[config.mk]
export PLATFORM = sky130hd
export DESIGN_NAME = framebuffer_arbiter
export DESIGN_NICKNAME = d
export VERILOG_FILES = /design/src/rtl/framebuffer_arbiter.sv
export SDC_FILE = /design/constraint.sdc
export NUM_CORES = 1
export LEC_CHECK = 0
export CAP_MARGIN = 20
export CORE_ASPECT_RATIO = 0.9
export CORE_MARGIN = 2
export CORE_UTILIZATION = 35
export DETAILED_ROUTE_END_ITERATION = 8
export PLACE_DENSITY_LB_ADDON = 0.3
export REMOVE_ABC_BUFFERS = 1
export SLEW_MARGIN = 20
export SYNTH_ARGS = -nofsm -noshare
export SYNTH_HDL_FRONTEND = slang
export SYNTH_SLANG_ARGS = --single-unit
[constraint.sdc]
create_clock -name clk -period 5.89 [get_ports clk]
set_input_delay 1.178 -clock clk [delete_from_list [all_inputs] [get_ports clk]]
set_output_delay 1.178 -clock clk [all_outputs]
set_load 0.02 [all_outputs]
[src/rtl/framebuffer_arbiter.sv]
// rtl/framebuffer_arbiter.sv - frame-buffer RAM arbiter: display reads, buffered draw writes, hardware clear
//
// Purpose: shares one single-port synchronous RAM between the display read path (absolute priority,
// never stalled), a small write FIFO fed by the draw engine, and a screen-clear engine that fills the
// whole frame buffer with one colour. Writes and clear progress only in cycles with disp_req low.
//
// Ports:
//   clk, rst                      clock, synchronous active-high reset
//   disp_req/disp_addr            display read request and address
//   disp_data/disp_valid          read data, one cycle after disp_req
//   wr_valid/wr_ready/wr_addr/wr_data   draw-engine write handshake
//   clear_start/clear_color       start a clear with the given fill value
//   clear_busy/clear_done         clear in progress / last clear write issued
//   drop_count                    saturating count of out-of-range writes
//   mem_en/mem_we/mem_addr/mem_wdata/mem_rdata   RAM port
module framebuffer_arbiter #(
  parameter int unsigned ADDR_W     = 17,
  parameter int unsigned DATA_W     = 8,
  parameter int unsigned FB_PIXELS  = 76800,
  parameter int unsigned FIFO_DEPTH = 4
) (
  input  logic              clk,
  input  logic              rst,
  input  logic              disp_req,
  input  logic [ADDR_W-1:0] disp_addr,
  output logic [DATA_W-1:0] disp_data,
  output logic              disp_valid,
  input  logic              wr_valid,
  output logic              wr_ready,
  input  logic [ADDR_W-1:0] wr_addr,
  input  logic [DATA_W-1:0] wr_data,
  input  logic              clear_start,
  input  logic [DATA_W-1:0] clear_color,
  output logic              clear_busy,
  output logic              clear_done,
  output logic [7:0]        drop_count,
  output logic              mem_en,
  output logic              mem_we,
  output logic [ADDR_W-1:0] mem_addr,
  output logic [DATA_W-1:0] mem_wdata,
  input  logic [DATA_W-1:0] mem_rdata
);

  localparam int unsigned PTR_W = $clog2(FIFO_DEPTH);
  localparam int unsigned CNT_W = PTR_W + 1;
  localparam logic [ADDR_W-1:0] FB_LAST = ADDR_W'(FB_PIXELS - 1);

  typedef enum logic [1:0] {ST_IDLE, ST_DRAIN, ST_CLEAR} state_t;

  state_t            state, next_state;
  logic [ADDR_W-1:0] fifo_addr [FIFO_DEPTH];
  logic [DATA_W-1:0] fifo_data [FIFO_DEPTH];
  logic [PTR_W-1:0]  rd_ptr, wr_ptr;
  logic [CNT_W-1:0]  count;
  logic [ADDR_W-1:0] clr_cnt;
  logic [DATA_W-1:0] clr_color;

  logic empty, full, wr_accept, addr_ok, push, drop, pop, clr_issue, clear_accept;

  assign empty        = (count == '0);
  assign full         = (count == CNT_W'(FIFO_DEPTH));
  assign wr_ready     = !full && (state == ST_IDLE) && !rst;
  assign wr_accept    = wr_valid && wr_ready;
  assign addr_ok      = (wr_addr <= FB_LAST);
  assign push         = wr_accept && addr_ok;
  assign drop         = wr_accept && !addr_ok;
  assign clear_accept = !rst && (state == ST_IDLE) && clear_start;
  assign clear_busy   = (state != ST_IDLE);
  assign disp_data    = disp_valid ? mem_rdata : '0;

  // RAM port select and FSM next state; everything gated off during reset
  always_comb begin
    next_state = state;
    mem_en     = 1'b0;
    mem_we     = 1'b0;
    mem_addr   = '0;
    mem_wdata  = '0;
    pop        = 1'b0;
    clr_issue  = 1'b0;
    clear_done = 1'b0;
    if (!rst) begin
      if (disp_req) begin
        mem_en   = 1'b1;
        mem_addr = disp_addr;
      end else if (state == ST_CLEAR) begin
        mem_en     = 1'b1;
        mem_we     = 1'b1;
        mem_addr   = clr_cnt;
        mem_wdata  = clr_color;
        clr_issue  = 1'b1;
        clear_done = (clr_cnt == FB_LAST);
      end else if (!empty) begin
        mem_en    = 1'b1;
        mem_we    = 1'b1;
        mem_addr  = fifo_addr[rd_ptr];
        mem_wdata = fifo_data[rd_ptr];
        pop       = 1'b1;
      end

      unique case (state)
        // A write accepted alongside clear_start must land before the clear, so it forces DRAIN
        ST_IDLE:  if (clear_start) next_state = (empty && !push) ? ST_CLEAR : ST_DRAIN;
        ST_DRAIN: if (empty) next_state = ST_CLEAR;
        ST_CLEAR: if (clear_done) next_state = ST_IDLE;
        default:  next_state = ST_IDLE;
      endcase
    end
  end

  always_ff @(posedge clk) begin
    if (rst) begin
      state      <= ST_IDLE;
      rd_ptr     <= '0;
      wr_ptr     <= '0;
      count      <= '0;
      clr_cnt    <= '0;
      clr_color  <= '0;
      disp_valid <= 1'b0;
      drop_count <= '0;
    end else begin
      state      <= next_state;
      disp_valid <= disp_req;
      if (push) wr_ptr <= wr_ptr + PTR_W'(1);
      if (pop)  rd_ptr <= rd_ptr + PTR_W'(1);
      case ({push, pop})
        2'b10:   count <= count + CNT_W'(1);
        2'b01:   count <= count - CNT_W'(1);
        default: count <= count;
      endcase
      if (clear_accept) clr_color <= clear_color;
      if (clr_issue) clr_cnt <= clear_done ? '0 : clr_cnt + ADDR_W'(1);
      if (drop && drop_count != 8'hFF) drop_count <= drop_count + 8'd1;
    end
  end

  // FIFO storage needs no reset; occupancy is tracked by count
  always_ff @(posedge clk) begin
    if (push) begin
      fifo_addr[wr_ptr] <= wr_addr;
      fifo_data[wr_ptr] <= wr_data;
    end
  end

endmodule

* Yosys cells after proc, flatten, opt, wreduce, memory -nomap -nowiden
Memory sizes are Yosys's and may differ from the RTL's. A register that Yosys moved wholly into a read port is not among the register bits.
Cells that the tools add are included.
** Operators by class
- Eq/ne operators :: 10
- Reductions and logical operators :: 18
- Order comparisons :: 1
- Muxes and demuxes :: 38
- Add/sub/neg operators :: 6
** Operators by type and width (count)
- $mux W17 :: 5
- $mux W8 :: 5
- $mux W1 :: 18
- $add A17 B1 Y17 const B :: 1
- $eq A17 B17 Y1 const B :: 1
- $le A17 B17 Y1 const B :: 1
- $mux W2 :: 8
- $logic_and A1 B1 Y1 :: 9
- $add A8 B1 Y8 const B :: 1
- $ne A8 B8 Y1 const B :: 1
- $pmux W2 S3 :: 1
- $pmux W3 S2 :: 1
- $add A2 B1 Y2 const B :: 2
- $eq A2 B1 Y1 const B :: 2
- $eq A2 B2 Y1 const B :: 2
- $logic_not A1 Y1 :: 4
- $ne A2 B2 Y1 const B :: 2
- $reduce_bool A2 Y1 :: 2
- $add A3 B1 Y3 const B :: 1
- $eq A3 B3 Y1 const B :: 1
- $logic_not A3 Y1 :: 1
- $reduce_and A3 Y1 :: 1
- $sub A3 B1 Y3 const B :: 1
- $logic_not A2 Y1 :: 1
- $ne A2 B1 Y1 const B :: 1
** Storage, ports and cells
- Register bits :: 43
- Bits in writable memories :: 100
- Output and inout port bits :: 47
- Word-level logic and storage cells :: 83
- Memories :: 2
** Memory list
- fifo_addr :: depth 4, width 17, read ports 1, clocked after Yosys merged registers in 1, write ports 1, RTL line 51 : logic [ADDR_W-1:0] fifo_addr [FIFO_DEPTH];
- fifo_data :: depth 4, width 8, read ports 1, clocked after Yosys merged registers in 1, write ports 1, RTL line 52 : logic [DATA_W-1:0] fifo_data [FIFO_DEPTH];

* Logic depth before layout (Yosys ltp)
- Word-level depth :: 11
- Gate-level depth with buffers :: 11
- Mapped depth without buffers :: 11

* Least setup slack after synthesis
Ideal clock, no wire load.
- Path kind :: input -> output
- Start :: input rst
- End :: output mem_wdata[6]
- Arrival :: 2.362 ns
- Slack :: 2.350 ns
- Path buffers :: 2
- Stages :: 5
- Required time :: 4.712 ns
- Path through :: clkbuf_1 nor2_1 and3_1 clkbuf_1 a22o_1
** Between the ends
- Longest elaborated chain between the ends :: 1
** Ends and longest elaborated chain
- start: declaration :: RTL line 23 : input logic rst,
- $mux W8 :: RTL line 81 : if (!rst) begin
- end: declaration :: RTL line 40 : output logic [DATA_W-1:0] mem_wdata,
Every way passes these cells.

* Worst setup path after layout
- Start :: input disp_req
- End :: output mem_wdata[6]
** Between the ends
- Longest elaborated chain between the ends :: 2
** Ends and longest elaborated chain
- start: declaration :: RTL line 24 : input logic disp_req,
- $mux W8 :: RTL line 82 : if (disp_req) begin
- $mux W8 :: RTL line 81
Every way passes these cells.

==> run summary <==
The worst-case reg-to-reg path depth was 6. Setup repair after global routing left no endpoint under its margin. Buffers placed on the I/O ports in this run total 109. In this run the critical register-to-register path is launched from state[0]. For the final database, setup skew stands at 0.00737 ns. The class of the tightest hold or removal check is flip-flop to flip-flop.

Post-CTS repair changed the size of 0 cells. For this block, the initial DRC count from the detailed router was 298. Global routing finished with a remaining overflow of 0. The overall power of the completed layout is 2.47 mW, and the max-slew violation count is 0. The max-capacitance violation count was 0. The tools report the total die area as 0.0189 mm². Counting both buffers and inverters, the worst setup path holds a total of 2. On the worst path, the slowest cell contributes a delay of 0.60 ns. The final period utilization was 0.807; the post-layout minimum cycle time was 4.75 ns. Number of remaining DRC errors: 0. The signal on the critical path passes through clkdlybuf4s50_1 -> nor2_1 -> and3_1 -> a22o_1 -> clkdlybuf4s50_1. For flop-to-flop paths, the worst setup slack is 3.08 ns. Along the worst hold path, the cell count comes to 2. The count of flip-flops with a built-in enable after synthesis works out to 100.

The logs give 0.334 for the remaining max-slew budget at the tightest pin and 0.167 for the overall global routing resource usage. The instance count of the mapped netlist is 461, and the count of H-tree levels built during CTS is 4. The tree is rooted in a sky130_fd_sc_hd__clkbuf_16. Of all nets on the critical path, the largest fanout is 11. For the number of setup buffers added after CTS, the log shows 0. The type of element launching the critical path was an input pin. The initial antenna violation count is 0, and the post-route setup TNS is 0 ns. The share of flip-flops with an asynchronous set or reset after synthesis was 0. The data arrival time of the critical path came out at 3.58 ns. Most instantiated flip-flop cell in the synthesis netlist: sky130_fd_sc_hd__edfxtp_1.

Yosys mapped the design onto 44 distinct sky130hd cell types. The final number of hold-violating endpoints came out at 0. For the number of fillers in the final layout, the log shows 1,553. Cell area power density: 301 mW/mm². In the layout the commonest cells are 108 x sky130_fd_sc_hd__clkdlybuf4s50_1, 100 x sky130_fd_sc_hd__edfxtp_1, 44 x sky130_fd_sc_hd__dfxtp_1, 38 x sky130_fd_sc_hd__nor2_1, 31 x sky130_fd_sc_hd__nand2_1. Once layout is complete, the cells apart from fillers number 828. The tools report the destination of the worst hold path as clr_color[2]. Leaving out fill and tap cells, the most frequent cell in the layout is sky130_fd_sc_hd__clkdlybuf4s50_1. In this run the remaining antenna-violating nets after routing total 0. The die is 131 µm tall. The area occupied by multi-input gates came out at 0.00220 mm². The run finished with clean final reports. In the final layout, flip-flops and latches occupy 0.00391 mm². Timing would allow up to 210 MHz.

Counting stages on the worst path, the most repeated cell is sky130_fd_sc_hd__clkdlybuf4s50_1. The CTS sink count came out at 145. The tools report the post-synthesis instance area as 0.00624 mm². The startpoint identified for the worst hold timing path is clr_color[2]. Summing over every cut layer, the via total after detailed routing is 4,137. In this run the count of I/O pins placed on the die edge is 110. The average instance in the mapped netlist occupies 13.5 µm².

The number of antenna diodes in the final layout is 0. The synthesis-to-finish area growth is 31.4%. The run gives 0.355 as the starting density of the core. The number of hold buffers added after CTS was 0. For the pin with the worst max-slew slack, the measured transition is 0.997 ns.

For this run, the number of Yosys warnings is 0. The first TritonRoute pass finished after 5 iterations. The first global-routing pass estimated 23,100 µm of wire.

The tools report the capturing point of the worst reg2reg path as fifo_addr[0][8]. The largest buffer count on any clock path was 2. Counting tap cells, the placed design contains a total of 796 instances. The critical path's top delay family is buffers and inverters. The half-perimeter wire length after placement was 9970 µm; the total wire length after detailed routing was 14,800 µm. The largest vdd supply drop is 0.000210 V, and the register area share after synthesis is 0.626. The clock reaches the later pin of the worst-skew pair after 0.42 ns.

TritonCTS built the clock tree. The largest individual stage delay along the critical path comes from the cell sky130_fd_sc_hd__clkdlybuf4s50_1. Using the TritonRoute via totals, the vias-per-cell ratio works out to 5.00.

The setup path with the least slack is of type input pin to output pin. For the number of placement rows, the log shows 46. The register bit count reported by yosys is 145, and the placeable core area is 0.0176 mm². The wire length per cell after detailed routing was 17.9 µm.

The routability-driven placement congestion ratio came out at 0.780. The required time at the endpoint of the critical path was 4.71 ns. Counting the buffers created by CTS gives 17. Measured along the x axis, the die boundary spans 145 µm.

The tools report the endpoint type of the worst setup path as an output pin. The net count reported at finish was 646. The clock edge transition at the registers on the reported setup and hold paths is 0.06 ns.

In this run the static leakage power is 2.67 nW. Entering global routing, the biggest net connects 31 pins. The number of global-route vias before repair was 4,252; the ratio of cells with drive above 1 in the final layout was 0.124.

Setup violations remaining at the end of the flow were counted as 0.
## power breakdown
group          internal [mW]  switching [mW]  leakage [nW]
combinational          0.122           0.137          1.12
clock                  0.674           0.404         0.279
sequential              1.11          0.0191          1.27
total                   1.91           0.560          2.67
## routing by layer
layer / up-vias / GRT usage / wire length, µm
li1: 1972 / - / -
met1: 2016 / 0.211 / 6370
met2: 135 / 0.283 / 7310
met3: 14 / 0.0445 / 924
met4: 0 / 0.0520 / 183
met5: - / 0 / 0
## worst max-delay path by stage
stage / start / to / depth (start not counted)
floorplan: rst / mem_wdata[0] / 2
global placement: disp_req / mem_wdata[6] / 5
detailed placement: disp_req / mem_wdata[6] / 5
CTS: disp_req / mem_wdata[6] / 5
global route: disp_req / mem_wdata[6] / 5
finish: disp_req / mem_wdata[6] / 5
## state kept, by name, summed over array words and instances (netlist names), named ones only
register    cells
disp_valid      1
fifo_addr      68
rd_ptr          2
fifo_data      32
state           2
clr_color       8
clr_cnt        17
wr_ptr          2
count           3
drop_count      8
## cell type report
type / instances / share of cell area
Timing Repair Buffer: 119 / 0.142
Sequential cell: 145 / 0.476
Multi-Input combinational cell: 282 / 0.269
Clock buffer: 21 / 0.0550
Clock inverter: 11 / 0.0171
Inverter: 10 / 0.00458
Tap cell: 240 / 0.0366
## cell families after synthesis
| kind of cell | Yosys count | synth area share |
|---|---|---|
| compound gates | 52 | 0.0614 |
| xor+xnor | 21 | 0.0295 |
| fa+ha+maj | 8 | 0.0173 |
| buf+inv | 34 | 0.0211 |
| flops | 145 | 0.626 |
| mux | 29 | 0.0975 |
| simple gates | 172 | 0.147 |
## synth_stat cells, types with 4 or more instances
cell type / instances / area (µm²)
sky130_fd_sc_hd__edfxtp_1: 100 / 3000
sky130_fd_sc_hd__nor2b_1: 20 / 125
sky130_fd_sc_hd__nand2_1: 31 / 116
sky130_fd_sc_hd__ha_1: 7 / 87.6
sky130_fd_sc_hd__a21oi_1: 15 / 75.1
sky130_fd_sc_hd__xnor2_1: 13 / 114
sky130_fd_sc_hd__nand2b_1: 5 / 31.3
sky130_fd_sc_hd__nand4_1: 7 / 43.8
sky130_fd_sc_hd__clkbuf_1: 20 / 75.1
sky130_fd_sc_hd__nor2_1: 38 / 143
sky130_fd_sc_hd__and2_1: 14 / 87.6
sky130_fd_sc_hd__a22o_1: 8 / 70.1
sky130_fd_sc_hd__nor4_1: 4 / 25.0
sky130_fd_sc_hd__xor2_1: 8 / 70.1
sky130_fd_sc_hd__a221oi_1: 16 / 140
sky130_fd_sc_hd__mux4_2: 25 / 563
sky130_fd_sc_hd__nor3_1: 26 / 130
sky130_fd_sc_hd__nand3_1: 12 / 60.1
sky130_fd_sc_hd__dfxtp_1: 45 / 901
sky130_fd_sc_hd__inv_1: 9 / 33.8
## worst min-delay path, cell delays in order (launching register included)
cell and delay [ns]:
sky130_fd_sc_hd__dfxtp_1 0.31, sky130_fd_sc_hd__nand2_1 0.05, sky130_fd_sc_hd__a21oi_1 0.05
## through the flow
step | utilization | area (µm²) | setup WS [ns] | hold WS, ns
final | 0.467 | 8200 | 1.14 | 0.461
after global routing | 0.467 | 8200 | 0.980 | 0.483
after CTS | 0.467 | 8200 | 1.13 | 0.461
after detailed placement | 0.433 | 7610 | 1.13 | 0.450
after global placement | 0.433 | 7610 | 1.25 | 0.441
after floorplan | - | 6140 | 2.47 | 0.430
Note: power is estimated with default switching activity, not from simulation.
